==> src/rtl/mod_divider_out_stage_if.sv <==
// Handshake/bus bundle between the divider issuer, the final cell and the result consumer.
// The slave modport is the view taken by mod_divider_out_stage.
interface mod_divider_out_stage_if #(
    parameter int QW = 26,
    parameter int RW = 14
) ();
    logic          issue_fire;
    logic          issue_ok;
    logic          pipe_valid;
    logic [QW-1:0] pipe_merchant;
    logic [RW-1:0] pipe_remainder;
    logic          pipe_dz;
    logic          out_valid;
    logic          out_ready;
    logic [QW-1:0] out_quotient;
    logic [RW-1:0] out_remainder;
    logic          out_dz;

    modport slave (
        input  issue_fire, pipe_valid, pipe_merchant, pipe_remainder, pipe_dz, out_ready,
        output issue_ok, out_valid, out_quotient, out_remainder, out_dz
    );

    modport master (
        output issue_fire, pipe_valid, pipe_merchant, pipe_remainder, pipe_dz, out_ready,
        input  issue_ok, out_valid, out_quotient, out_remainder, out_dz
    );
endinterface

==> src/rtl/mod_divider_out_stage.sv <==
// Result FIFO with registered head output and issue-credit tracking for the
// non-stallable 26/14 divider cell pipeline.
module mod_divider_out_stage #(
    parameter int QW    = 26,
    parameter int RW    = 14,
    parameter int DEPTH = 8,
    parameter int CW    = $clog2(DEPTH) + 1
) (
    input  logic                  clk,
    input  logic                  rst,
    mod_divider_out_stage_if.slave bus,
    output logic [CW-1:0]         fifo_level,
    output logic                  err
);
    localparam int AW = $clog2(DEPTH);
    localparam int EW = 1 + QW + RW;

    logic [EW-1:0] mem [DEPTH];

    logic [AW-1:0] wr_ptr_q, wr_ptr_d;
    logic [AW-1:0] rd_ptr_q, rd_ptr_d;
    logic [CW-1:0] level_q, level_d;
    logic [CW-1:0] inflight_q, inflight_d;
    logic          out_valid_q, out_valid_d;
    logic [EW-1:0] out_data_q, out_data_d;
    logic          issue_ok_q, issue_ok_d;
    logic          err_q, err_d;

    logic          push, pop, full, wr_en, acc_issue, credit_dec;
    logic [EW-1:0] wr_data;

    always_comb begin
        push       = bus.pipe_valid;
        pop        = out_valid_q & bus.out_ready;
        full       = (level_q == CW'(DEPTH));
        // A pop at full frees the slot the push lands in on the same edge.
        wr_en      = push & (~full | pop);
        wr_data    = bus.pipe_dz ? {1'b1, {QW{1'b1}}, {RW{1'b0}}}
                                 : {1'b0, bus.pipe_merchant, bus.pipe_remainder};
        wr_ptr_d   = wr_ptr_q + AW'(wr_en);
        rd_ptr_d   = rd_ptr_q + AW'(pop);
        level_d    = level_q + CW'(wr_en) - CW'(pop);
        // Head register reloads from storage written on earlier edges only.
        out_valid_d = (level_q - CW'(pop)) != '0;
        out_data_d  = mem[rd_ptr_d];

        acc_issue  = bus.issue_fire & issue_ok_q;
        credit_dec = pop & (inflight_q != '0);
        inflight_d = inflight_q + CW'(acc_issue) - CW'(credit_dec);
        issue_ok_d = inflight_d < CW'(DEPTH);

        err_d      = err_q
                   | (push & full & ~pop)
                   | (bus.issue_fire & ~issue_ok_q)
                   | (pop & (inflight_q == '0));
    end

    always_ff @(posedge clk) begin
        if (wr_en) begin
            mem[wr_ptr_q] <= wr_data;
        end
    end

    always_ff @(posedge clk or posedge rst) begin
        if (rst) begin
            wr_ptr_q    <= '0;
            rd_ptr_q    <= '0;
            level_q     <= '0;
            inflight_q  <= '0;
            out_valid_q <= 1'b0;
            out_data_q  <= '0;
            issue_ok_q  <= 1'b1;
            err_q       <= 1'b0;
        end else begin
            wr_ptr_q    <= wr_ptr_d;
            rd_ptr_q    <= rd_ptr_d;
            level_q     <= level_d;
            inflight_q  <= inflight_d;
            out_valid_q <= out_valid_d;
            out_data_q  <= out_data_d;
            issue_ok_q  <= issue_ok_d;
            err_q       <= err_d;
        end
    end

    assign bus.issue_ok      = issue_ok_q;
    assign bus.out_valid     = out_valid_q;
    assign bus.out_dz        = out_data_q[EW-1];
    assign bus.out_quotient  = out_data_q[QW+RW-1:RW];
    assign bus.out_remainder = out_data_q[RW-1:0];
    assign fifo_level        = level_q;
    assign err               = err_q;
endmodule

==> src/flat_wrapper.sv <==
// flat-port wrapper written by rule: the top's interface ports become plain ports
module mod_divider_out_stage_flat 
#(
    parameter int QW    = 26,
    parameter int RW    = 14,
    parameter int DEPTH = 8,
    parameter int CW    = $clog2(DEPTH) + 1
)
  (clk, rst, fifo_level, err, bus_issue_fire, bus_pipe_valid, bus_pipe_merchant, bus_pipe_remainder, bus_pipe_dz, bus_out_ready, bus_issue_ok, bus_out_valid, bus_out_quotient, bus_out_remainder, bus_out_dz);
  mod_divider_out_stage_if #(.QW(QW), .RW(RW)) bus_i ();
  input  logic clk;
  input  logic rst;
  output logic [CW-1:0] fifo_level;
  output logic err;
  input wire logic [$bits(bus_i.issue_fire)-1:0] bus_issue_fire;
  input wire logic [$bits(bus_i.pipe_valid)-1:0] bus_pipe_valid;
  input wire logic [$bits(bus_i.pipe_merchant)-1:0] bus_pipe_merchant;
  input wire logic [$bits(bus_i.pipe_remainder)-1:0] bus_pipe_remainder;
  input wire logic [$bits(bus_i.pipe_dz)-1:0] bus_pipe_dz;
  input wire logic [$bits(bus_i.out_ready)-1:0] bus_out_ready;
  output wire logic [$bits(bus_i.issue_ok)-1:0] bus_issue_ok;
  output wire logic [$bits(bus_i.out_valid)-1:0] bus_out_valid;
  output wire logic [$bits(bus_i.out_quotient)-1:0] bus_out_quotient;
  output wire logic [$bits(bus_i.out_remainder)-1:0] bus_out_remainder;
  output wire logic [$bits(bus_i.out_dz)-1:0] bus_out_dz;
  assign bus_i.issue_fire = bus_issue_fire;
  assign bus_i.pipe_valid = bus_pipe_valid;
  assign bus_i.pipe_merchant = bus_pipe_merchant;
  assign bus_i.pipe_remainder = bus_pipe_remainder;
  assign bus_i.pipe_dz = bus_pipe_dz;
  assign bus_i.out_ready = bus_out_ready;
  assign bus_issue_ok = bus_i.issue_ok;
  assign bus_out_valid = bus_i.out_valid;
  assign bus_out_quotient = bus_i.out_quotient;
  assign bus_out_remainder = bus_i.out_remainder;
  assign bus_out_dz = bus_i.out_dz;
  mod_divider_out_stage #(.QW(QW), .RW(RW), .DEPTH(DEPTH), .CW(CW)) u_core (.clk(clk), .rst(rst), .bus(bus_i), .fifo_level(fifo_level), .err(err));
endmodule
==> config.mk <==
export PLATFORM = sky130hd
export DESIGN_NAME = mod_divider_out_stage_flat
export DESIGN_NICKNAME = d
export VERILOG_FILES = /design/src/rtl/mod_divider_out_stage_if.sv /design/src/rtl/mod_divider_out_stage.sv /design/src/flat_wrapper.sv
export SDC_FILE = /design/constraint.sdc
export NUM_CORES = 1
export LEC_CHECK = 0
export ABC_AREA = 0
export CORE_ASPECT_RATIO = 0.75
export CORE_MARGIN = 10
export CORE_UTILIZATION = 45
export DETAILED_ROUTE_END_ITERATION = 8
export GPL_TIMING_DRIVEN = 0
export PLACE_DENSITY_LB_ADDON = 0.1
export RECOVER_POWER = 100
export SLEW_MARGIN = 20
export SYNTH_ARGS = -nofsm -noshare
export SYNTH_HDL_FRONTEND = slang
export SYNTH_SLANG_ARGS = --single-unit
==> constraint.sdc <==
create_clock -name clk -period 8.65 [get_ports clk]
set_clock_uncertainty 0.2 [all_clocks]
set_input_delay 1.73 -clock clk [delete_from_list [all_inputs] [get_ports clk]]
set_output_delay 1.73 -clock clk [all_outputs]
set_load 0.01 [all_outputs]
==> impl_metrics.yaml <==
layout:
  nFillCells: 2801
  syn_to_final_growth_pct: 19.1
  diodes: 0
  layout.nets: 1171
  drive_gt1_share_pct: 7.04
  fin_cells: 1587
synth:
  synth_top_area_cell: "edfxtp_1"
  synth.area.top_cells: "edfxtp_1, dfrtp_1, mux2i_1, a2111oi_0, nor2b_1"
  synth_cell_type_count: 34
  yosysTopAreaCellShare_pct: 64.6
  yosysWarnings: 0
  netlist_instances: 934
  synthMuxAreaShare_pct: 5.38
  synth_xor_area_share_pct: 0.566
  syn-cell-area_um2: 15200
  syn_area_per_cell_um2: 16.3
  synth_top_family_by_area: "simple AND/OR/NAND/NOR gates"
  ys_ff_latch: 386
  synthAdderAreaFrac_pct: 1.58
  synth_fp_nets: 998
  seq_area_frac_synth_pct: 74.2
  synth-compound-area-share_pct: 5.05
  synth_simple_gate_area_share_pct: 10.7
routing:
  vias_per_cell: 5.52
  finalWirelength_um: 38400
  routedWlPerCell_um: 24.2
  num_vias: 8762
  drc: 0
  ant_nets: 0
  drt_first_iter_violations: 694
  firstDrtPassIters: 5
placed_design:
  portBuffers: 93
  place.gp.congestion: 0.742
  pre_cts_slack_ps: 3610
  dp.cells: 1517
  place_hpwl_um: 24700
power_and_ir_drop:
  total_power_mw: 6.98
  p_int_mw: 4.37
  clkPwrFrac_pct: 24.4
  power_density_nw_per_um2: 384
  switching_share_pct: 37.4
  p_seq_share_pct: 36.0
  power_leakage_nw: 6.35
  p_comb_share_pct: 39.7
  peakVddDrop_mv: 0.167
  power.switching_mw: 2.61
critical_path:
  critPathLaunchType: "input port"
  regToRegEndpoint: "u_core.mem[5][31]$_DFFE_PP_"
  cp_common_cell: "clkbuf_1"
  worst_path_largest_cell_delay_ps: 990
  crit_family: "buffers and inverters"
  cp_slowest_cell: "nor2_1"
  worstRegToRegCells: 7
  arrival_ps: 5280
  r2r-start: "u_core.fifo_level[2]$_DFF_PP0_"
  worstSetupPathType: "input port to flip-flop"
  cp_data_required_time_ps: 8580
  r2r_slack_ps: 4480
  crit_chain: "dlygate4sd3_1 -> nand2_1 -> inv_1 -> o211ai_1 -> nor2_1 -> clkbuf_1 -> clkbuf_1"
  crit_fanout: 14
  cp-end-kind: "flip-flop"
  crit_buf_inv: 4
global_route:
  use_met2_pct: 28.6
  grt_pass1_vias: 8882
  grt_start_max_net_pins: 34
  grt_usage_pct: 18.3
  grtUsageMet1_pct: 26.3
  overflow: 0
  gr-max-usage-layer: "met2"
  grt_pass1_wl_um: 56900
  use_met3_pct: 3.13
  grt_antenna_before_repair: 0
clock_network:
  clockRootBuffer: "clkbuf_16"
  cts_buffers: 38
  htree_levels: 2
  clk_path_buf_depth: 3
  clock-sinks: 386
  cts_setup_buffers: 0
  clock_latency_ps: 540
  clk_pin_slew_ps: 60
  post_cts_resized: 0
  postCtsHoldBufs: 0
  cts_tree: "yes"
min_path:
  hold_end: "u_core.err$_DFF_PP0_"
  hp-start: "u_core.err$_DFF_PP0_"
  min_path_type: "flip-flop to flip-flop"
  holdPathStages: 2
floorplan:
  die_h_um: 179
  core_area_um2: 33500
  dieWidth_um: 233
  dieArea_um2: 41700
  fp-row-count: 58
  start_util_pct: 45.6
  ios: 94
timing:
  timing.final.ws_setup_ps: 3300
  worst_slew_pin_slew_ps: 2050
  hold_viol_final: 0
  max_freq_mhz: 187
  fin_tns_setup_ps: 0
  max-slew-margin-rel_pct: -36.7
  rsz0062_at_grt: "false"
  finalMaxSlewViolations: 55
  setup-violations-final: 0
  timing.hold.ws_ps: 299
  fin_crit_sh_pct: 61.9
  period_minus_slack_ps: 5350
run:
  cap_violations: 2
outcome:
  outcome: "finished with violations"
  violations: "max-capacitance violations, max-slew violations"
## synth_stat cells
library cell,n
o211ai_1,1
xor2_1,6
a2111oi_0,82
or2_2,26
xnor2_1,2
clkbuf_1,51
mux2i_1,82
nor2b_1,96
a221oi_1,1
or4_1,1
o21ai_0,2
ha_1,16
buf_2,4
nand2b_1,2
buf_6,6
nor4_1,42
o21bai_1,1
inv_1,17
xnor2_2,1
nand2_1,4
fa_1,2
inv_2,1
edfxtp_1,328
nor3_1,4
dfrtp_1,57
dfstp_2,1
nor2_1,4
a21oi_1,2
buf_4,6
nor3b_1,1
or3b_2,1
and3_1,82
and2_1,1
a21o_1,1
## worst max-delay path by stage
stage,to,cells after the start,from,slack [ps]
final,u_core.mem[5][31]$_DFFE_PP_,7,bus_out_ready,3300
after global placement,u_core.mem[0][25]$_DFFE_PP_,5,bus_out_ready,-2140
after floorplan,u_core.mem[0][0]$_DFFE_PP_,4,bus_out_ready,1880
after CTS,u_core.out_data_q[21]$_DFF_PP0_,9,bus_out_ready,4150
after global routing,u_core.mem[5][29]$_DFFE_PP_,7,bus_out_ready,3000
after detailed placement,u_core.out_data_q[21]$_DFF_PP0_,9,bus_out_ready,3610
## cell families after synthesis
logic type	after synthesis
simple gates	264
mux	82
fa+ha+maj	18
compound gates	90
buf+inv	85
flops	386
xor+xnor	9
## cells in the final DEF, fill, tap and decap left out, types with 4 or more instances in the layout
master,n
a2111oi_0,82
and3_1,82
clkinv_1,4
xor2_1,6
buf_4,5
edfxtp_1,328
clkdlybuf4s50_1,42
dlygate4sd3_1,51
or2_2,6
clkbuf_8,6
or2_0,20
clkbuf_16,41
nor2b_1,96
clkinv_2,5
nor3_1,4
nand2_1,4
dfrtp_1,57
nor2_1,4
ha_1,16
clkbuf_1,103
buf_2,4
inv_1,16
buf_6,5
mux2i_1,82
nor4_1,42
## state kept, by name, summed over array words and instances, names as in the netlist
register / count
u_core.rd_ptr_q: 3
u_core.out_data_q: 41
u_core.err: 1
u_core.mem: 328
u_core.bus.out_valid: 1
u_core.bus.issue_ok: 1
u_core.wr_ptr_q: 3
u_core.fifo_level: 4
u_core.inflight_q: 4
## power groups by stage
stage	combinational (mW)	clock, mW	sequential (mW)
finish	2.77	1.70	2.51
global route	3.01	1.80	2.54
CTS	2.94	1.72	2.52
detailed placement	2.92	0	2.55
global placement	2.80	0	2.59
floorplan	1.58	0	2.61
## metrics by stage
step	instance area, um2	utilization [%]
2_1_floorplan	15200	-
3_3_place_gp	16700	50.0
3_5_place_dp	17200	51.5
4_1_cts	18500	55.4
5_1_grt	18200	54.3
6_report	18200	54.3
## tightest hold or removal path, cell delays in order, from the launching register on
cell,delay (ps)
dfrtp_1,340
a221oi_1,50
o21ai_0,70
## area by class of cell
cell class / count / area, um2 / area share [%]
plain buffers: 67 / 313 / 1.72
clock buffers: 57 / 1150 / 6.31
clock inverters: 13 / 141 / 0.779
inverters: 18 / 68.8 / 0.379
multi-input cells: 463 / 3540 / 19.5
flip-flops and latches: 386 / 11300 / 62.2
well taps: 450 / 563 / 3.10
repair buffers: 133 / 1080 / 5.95
## routing by layer
metal | wire length (um) | vias up | share of wire, %
met1 | 18000 | 4478 | 47
met3 | 2250 | 46 | 5.9
met4 | 617 | 0 | 1.6
met2 | 17500 | 252 | 46
met5 | 0 | - | 0
li1 | - | 3986 | -
No activity file was read; power rests on OpenSTA's default activity.
